**config.mk**
```make
export PLATFORM = sky130hd
export DESIGN_NAME = baud_sched
export DESIGN_NICKNAME = d
export VERILOG_FILES = /design/src/rtl/baud_sched.sv
export SDC_FILE = /design/constraint.sdc
export NUM_CORES = 1
export LEC_CHECK = 0
export BUFFER_PORTS_ARGS = -buffer_cell sky130_fd_sc_hd__buf_4
export CAP_MARGIN = 20
export CORE_UTILIZATION = 45
export CTS_CLUSTER_SIZE = 28
export DETAILED_ROUTE_END_ITERATION = 10
export MAX_ROUTING_LAYER = met4
export PLACE_DENSITY_LB_ADDON = 0.2
export SLEW_MARGIN = 20
export SYNTH_ARGS = -nofsm -noshare
export SYNTH_HDL_FRONTEND = slang
export SYNTH_SLANG_ARGS = --single-unit
```
**constraint.sdc**
```tcl
create_clock -name clk -period 1.9 [get_ports clk]
set_input_delay 0.19 -clock clk [delete_from_list [all_inputs] [get_ports clk]]
set_output_delay 0.19 -clock clk [all_outputs]
set_load 0.05 [all_outputs]
```
**src/rtl/baud_sched.sv**
```systemverilog
// Baud-rate change scheduler: arbitrates two requesters, waits for an idle line,
// restarts baud_gen at the new rate and lets a few baud ticks settle before acking.
module baud_sched #(
    parameter logic [1:0]  DEFAULT_RATE = 2'b00,
    parameter int unsigned RST_CYCLES   = 4,
    parameter int unsigned GUARD_TICKS  = 2
) (
    input  logic       clk,
    input  logic       rst,
    input  logic       req_a,
    input  logic [1:0] rate_a,
    input  logic       req_b,
    input  logic [1:0] rate_b,
    input  logic       busy,
    input  logic       baud_tick,
    output logic [1:0] baud_rate,
    output logic       gen_rst,
    output logic       cfg_valid,
    output logic       ack_a,
    output logic       ack_b
);

    localparam int unsigned CNT_W = 4;

    typedef enum logic [2:0] {
        IDLE,
        WAIT_IDLE,
        APPLY,
        GUARD,
        DONE
    } state_t;

    state_t             state;
    logic [1:0]         rate_q;
    logic               gnt_b;
    logic               last_b;
    logic [CNT_W-1:0]   rst_cnt;
    logic [CNT_W-1:0]   tick_cnt;
    logic               tick_q;

    logic               tick_rise_c;
    logic               gnt_req_c;
    logic               pick_b_c;

    // B wins only when A is absent or A was the last one served
    always_comb begin
        tick_rise_c = baud_tick & ~tick_q & ~gen_rst;
        gnt_req_c   = gnt_b ? req_b : req_a;
        pick_b_c    = req_b & (~req_a | ~last_b);
    end

    always_ff @(posedge clk or negedge rst) begin
        if (!rst) begin
            state     <= IDLE;
            rate_q    <= DEFAULT_RATE;
            gnt_b     <= 1'b0;
            last_b    <= 1'b1;
            rst_cnt   <= '0;
            tick_cnt  <= '0;
            tick_q    <= 1'b0;
            baud_rate <= DEFAULT_RATE;
            gen_rst   <= 1'b0;
            cfg_valid <= 1'b1;
            ack_a     <= 1'b0;
            ack_b     <= 1'b0;
        end else begin
            tick_q <= baud_tick;
            ack_a  <= 1'b0;
            ack_b  <= 1'b0;
            case (state)
                IDLE: begin
                    if (req_a || req_b) begin
                        gnt_b     <= pick_b_c;
                        last_b    <= pick_b_c;
                        rate_q    <= pick_b_c ? rate_b : rate_a;
                        cfg_valid <= 1'b0;
                        state     <= WAIT_IDLE;
                    end
                end
                WAIT_IDLE: begin
                    if (!gnt_req_c) begin
                        cfg_valid <= 1'b1;
                        state     <= IDLE;
                    end else if (rate_q == baud_rate) begin
                        ack_a     <= ~gnt_b;
                        ack_b     <= gnt_b;
                        cfg_valid <= 1'b1;
                        state     <= DONE;
                    end else if (!busy) begin
                        baud_rate <= rate_q;
                        gen_rst   <= 1'b1;
                        rst_cnt   <= '0;
                        state     <= APPLY;
                    end
                end
                APPLY: begin
                    if (rst_cnt == CNT_W'(RST_CYCLES - 1)) begin
                        gen_rst  <= 1'b0;
                        tick_cnt <= '0;
                        state    <= GUARD;
                    end else begin
                        rst_cnt <= rst_cnt + 1'b1;
                    end
                end
                GUARD: begin
                    if (tick_rise_c) begin
                        if (tick_cnt == CNT_W'(GUARD_TICKS - 1)) begin
                            ack_a     <= ~gnt_b;
                            ack_b     <= gnt_b;
                            cfg_valid <= 1'b1;
                            state     <= DONE;
                        end else begin
                            tick_cnt <= tick_cnt + 1'b1;
                        end
                    end
                end
                DONE: begin
                    state <= IDLE;
                end
                default: begin
                    state <= IDLE;
                end
            endcase
        end
    end

endmodule

```
## Word-level counts from Yosys, hierarchy flattened

Cells that the tools add are included.

| word-level totals | value |
|---|---|
| flip-flop bits (word level) | 22 |
| bits of input ports | 10 |
| output and inout port bits | 6 |

| operators by class | value |
|---|---|
| add/sub/neg operators | 2 |
| equality and inequality tests | 17 |
| multiplexer cells | 40 |
| bitwise logic cells | 11 |
| reduce and logical (&&, ||, !) cells | 12 |

Operators with widths:

| cell | count |
|---|---|
| 4-bit two-way mux | 7 |
| 3-bit two-way mux | 7 |
| 5-bit AND reduction | 4 |
| 1-bit two-way mux | 18 |
| 2-bit != test, second input constant | 9 |
| 4-bit case mux with 2 select lines | 2 |
| 3-bit case mux with 4 select lines | 1 |
| 4-bit by 1-bit adder with 4-bit output, second input constant | 2 |
| 4-bit AND reduction | 2 |
| 1-bit NOT | 7 |
| 3-bit by 2-bit equality test with 1-bit output, second input constant | 2 |
| 1-bit case mux with 2 select lines | 3 |
| 4-bit by 1-bit equality test with 1-bit output, second input constant | 1 |
| 4-bit by 2-bit equality test with 1-bit output, second input constant | 1 |
| 4-bit != test, second input constant | 1 |
| 2-bit nonzero test | 2 |
| 1-bit bitwise AND | 3 |
| 3-bit by 1-bit equality test with 1-bit output, second input constant | 1 |
| 3-bit logical NOT | 1 |
| 3-bit != test, second input constant | 1 |
| 1-bit case mux with 3 select lines | 1 |
| 3-bit nonzero test | 1 |
| 2-bit equality test | 1 |
| 2-bit two-way mux | 1 |
| 3 further kinds | 3 |

## Depth between registers and ports, before layout

| depth | value |
|---|---|
| depth after elaboration | 5 |
| gate-level depth with buffers | 6 |
| mapped depth without buffers | 6 |

## Least setup slack after synthesis

Ideal clock, no wire load.

| timing | value |
|---|---|
| path kind | register to register |
| start | reg tick_cnt[0] |
| end | reg tick_cnt[0] |
| setup time | 0.125 ns |
| data arrival time | 1.761 ns |
| required time | 1.775 ns |
| setup slack | 0.014 ns |
| cell stages (with the launch flop) | 6 |
| path buffers | 0 |
| clock period less this slack | 1.886 ns |
| cells stage by stage | dfrtp_1 > ha_1 > nor3b_1 > o41a_1 > or3b_4 > mux2_4 |

| on the way | value |
|---|---|
| longest elaborated chain between the ends | 4 |
| elaborated cells between the ends (all ways) | 7 |
| classes of those cells | add/sub (1); eq/ne (2); mux (3); reduce/logical (1) |

RTL lines:

| element | RTL line | RTL |
|---|---|---|
| start, declared | 38 | `logic [CNT_W-1:0] tick_cnt;` |
| start signal, assigned | 113 | `tick_cnt <= tick_cnt + 1'b1;` |
| 4-bit by 1-bit adder with 4-bit output | 113 |  |
| 4-bit two-way mux | 107 | `if (tick_cnt == CNT_W'(GUARD_TICKS - 1)) begin` |
| 4-bit two-way mux | 106 | `if (tick_rise_c) begin` |
| 4-bit case mux with 2 select lines | 70 | `case (state)` |

Several ways; a longest one is shown, not always the timed one. The select of a mux whose other input is x is not followed.
A chain may end at the register's enable or synchronous reset.

## Worst setup path after layout

| timing | value |
|---|---|
| start | reg tick_cnt[0] |
| end | reg tick_cnt[1] |

The elaborated chain is that of the path after synthesis.

==> flow_summary.ini <==
[logic_synthesis]
yosys.cell_types.count = 38
synth.most_common_cell = dfrtp_1
yosys_warnings = 0
synth_flop_cell = dfrtp_1
synth_commonest_cells = 20 x dfrtp_1, 9 x nand2_1, 6 x inv_1, 6 x nor2_1
synth_top_area_cell = dfrtp_1
syn_inst = 102
ys_ff_latch = 22
syn-num-nets = 115
synth_top_area_frac = 0.445
syn_area_sq_um = 1120
synth-async-reset-ratio = 1.00
synth_edf_count = 0
synthTopCellsByArea = dfrtp_1 44%, dfstp_2 4.7%, mux2i_1 3.6%
avgSynthCellArea_sq_um = 11.0
yosysSeqAreaShare = 0.492

[clocking]
numCtsBuffers = 3
ctsHtreeMaxLevel = 1
root_buffer = clkbuf_4
clkTransAtPathRegs_ns = 0.12
cts_tree = yes
cts_buffer_depth = 2
clock_sinks = 22
worstSkewPairLatency_ns = 0.30

[detailed_routing]
drt-vias-per-instance = 5.36
drt_iter0_drc = 14
drtPass1Iterations = 3
drc_errors = 0
via_count = 868
ant_nets = 0
wl_mm = 2.14
post_drt_wl_per_cell_um = 13.2

[sta]
min_period_ns = 1.85
max_freq_mhz = 541
finalSetupViolCount = 0
finalClockSkew_ns = 0.00321
fin_ws_ns = 0.0526
tightest_slew_ns = 0.565
rsz0062_at_grt = yes
drv_slew = 0
hold_violations = 0
maxSlewHeadroom = 0.620
period_share = 0.972

[pwr]
swShare = 0.403
p_seq_frac = 0.388
p_comb_frac = 0.493
clock_power_share = 0.118
max-vdd-ir-drop_mv = 1.03
power_density_nw_per_um2 = 1540
p_sw_mw = 0.884
power_mw = 2.19
leakage_nw = 0.632
power.internal_mw = 1.31

[cells_and_area]
synthToLayoutAreaGrowth_pct = 26.8
drive_above_1_share = 0.313
fill_cells = 181
diodes = 0
fin_nets = 148

[floorplanning]
boundaryPins = 16
die_area_sq_um = 2700
die_h_um = 52.0
start_util = 0.494
die_w_um = 52.0
fp.coreArea_sq_um = 2280
std_cell_rows = 17

[setup_path]
r2r_end = tick_cnt[1]$_DFFE_PN0P_
cp_cell_sequence = ha_1 -> nor3b_1 -> o41a_1 -> or3b_4 -> mux2_4
reg2reg_from = tick_cnt[0]$_DFFE_PN0P_
crit_arrival_ns = 2.05
endpoint_kind = register
cpPeakStageDelay_ns = 0.40
worstSetupPathType = register to register
cp.required_ns = 2.10
critical_path.max_fanout = 2
startpoint_type = register
r2r_cells = 5
critical-path-slowest-cell = dfrtp_1
ff2ff_setup_slack_ns = 0.05

[global_routing]
grt_pass1_wl_mm = 3.66
overflow = 0
antenna_found_initial = 0
grt_max_degree = 23
grtUsageTotal = 0.192
grt_pass1_vias = 821

[worst_hold_path]
hp-start = req_a
hold_path.class = primary input to register
whs_endpoint = last_b$_DFFE_PN1P_
hold_depth = 2

[placement]
place_congestion = 0.840
io_buffers = 15
dp_hpwl_mm = 1.56
dp_slack_ns = 0.0668

[job]
drv_cap = 0

[run_status]
status = completed
## kinds of logic after synthesis
group,Yosys count,synth area share
and+or+nand+nor,39,0.202
xor gates and xnor gates,3,0.0234
DFF,22,0.492
AOI/OAI and AO/OA,20,0.137
adders and majority gates,3,0.0334
buffers and inverters,6,0.0200
muxes,9,0.0923
## worst max-delay path by stage
stage | start | to | slack, ns | cells after the start
after global routing | tick_cnt[0]$_DFFE_PN0P_ | tick_cnt[0]$_DFFE_PN0P_ | -0.008 | 5
after detailed placement | tick_cnt[0]$_DFFE_PN0P_ | tick_cnt[1]$_DFFE_PN0P_ | 0.07 | 5
after global placement | tick_cnt[0]$_DFFE_PN0P_ | tick_cnt[1]$_DFFE_PN0P_ | 0.09 | 5
after CTS | tick_cnt[0]$_DFFE_PN0P_ | tick_cnt[1]$_DFFE_PN0P_ | 0.05 | 5
after floorplan | tick_cnt[0]$_DFFE_PN0P_ | tick_cnt[0]$_DFFE_PN0P_ | 0.01 | 5
final | tick_cnt[0]$_DFFE_PN0P_ | tick_cnt[1]$_DFFE_PN0P_ | 0.05 | 5
## cell usage in the layout (no fill, tap or decap), drive strengths merged, types with 3 or more instances in the layout
| cell type | instances |
|---|---|
| ha | 3 |
| nand2 | 9 |
| mux2 | 5 |
| mux2i | 4 |
| inv | 6 |
| nor2b | 3 |
| clkbuf | 4 |
| buf | 26 |
| dfrtp | 20 |
| nor3b | 4 |
| nor3 | 3 |
| nor2 | 6 |
| o211ai | 4 |
| a21oi | 3 |
| nand3 | 3 |
## critical path, delay by kind of cell (launching register included)
kind | cells | cell delay (ns)
and+or+nand+nor | 2 | 0.54
DFF | 1 | 0.40
AOI/OAI and AO/OA | 1 | 0.32
muxes | 1 | 0.30
adders and majority gates | 1 | 0.19
## timing repair
item,CTS,global route
setup endpoints to repair,0,5
hold endpoints to repair,21,0
setup buffers,0,3
hold buffers,2,0
resized for setup,0,3
## state kept, by name, indices dropped and copies added (netlist names)
signal     cells
cfg_valid      1
ack_a          1
rate_q         2
rst_cnt        4
ack_b          1
tick_cnt       4
baud_rate      2
state          3
gnt_b          1
last_b         1
gen_rst        1
tick_q         1
## power groups by stage
| stage | clock network, mW | registers, mW | logic [mW] |
|---|---|---|---|
| CTS | 0.265 | 0.842 | 1.03 |
| detailed placement | 0 | 0.852 | 1.03 |
| finish | 0.260 | 0.852 | 1.08 |
| global placement | 0 | 0.842 | 1.01 |
| global route | 0.291 | 0.881 | 1.20 |
| floorplan | 0 | 0.969 | 0.581 |
## through the flow
step	hold WS [ns]	instance area, sq um	utilization	setup TNS [ns]	std cells
6_report	0.0623	1430	0.627	0	162
3_5_place_dp	0.0937	1330	0.585	0	153
2_1_floorplan	-0.106	1120	-	0	102
5_1_grt	0.0461	1430	0.627	-0.0123	162
4_1_cts	0.0559	1390	0.610	0	159
3_3_place_gp	0.0890	1330	0.585	0	153
## layer usage
metal	global-route usage	wire [um]
met3	0.0351	37
met5	-	0
met2	0.291	1020
met1	0.259	1070
met4	0.0676	12
## layout make-up
cell class              count  area (sq um)  share of cell area
clock buffers               4          36.3              0.0254
multi-input cells          74           564               0.396
flip-flops and latches     22           553               0.388
inverters                   6          22.5              0.0158
well taps                  28          35.0              0.0246
repair buffers             28           215               0.151
No activity file was read; power rests on OpenSTA's default activity.
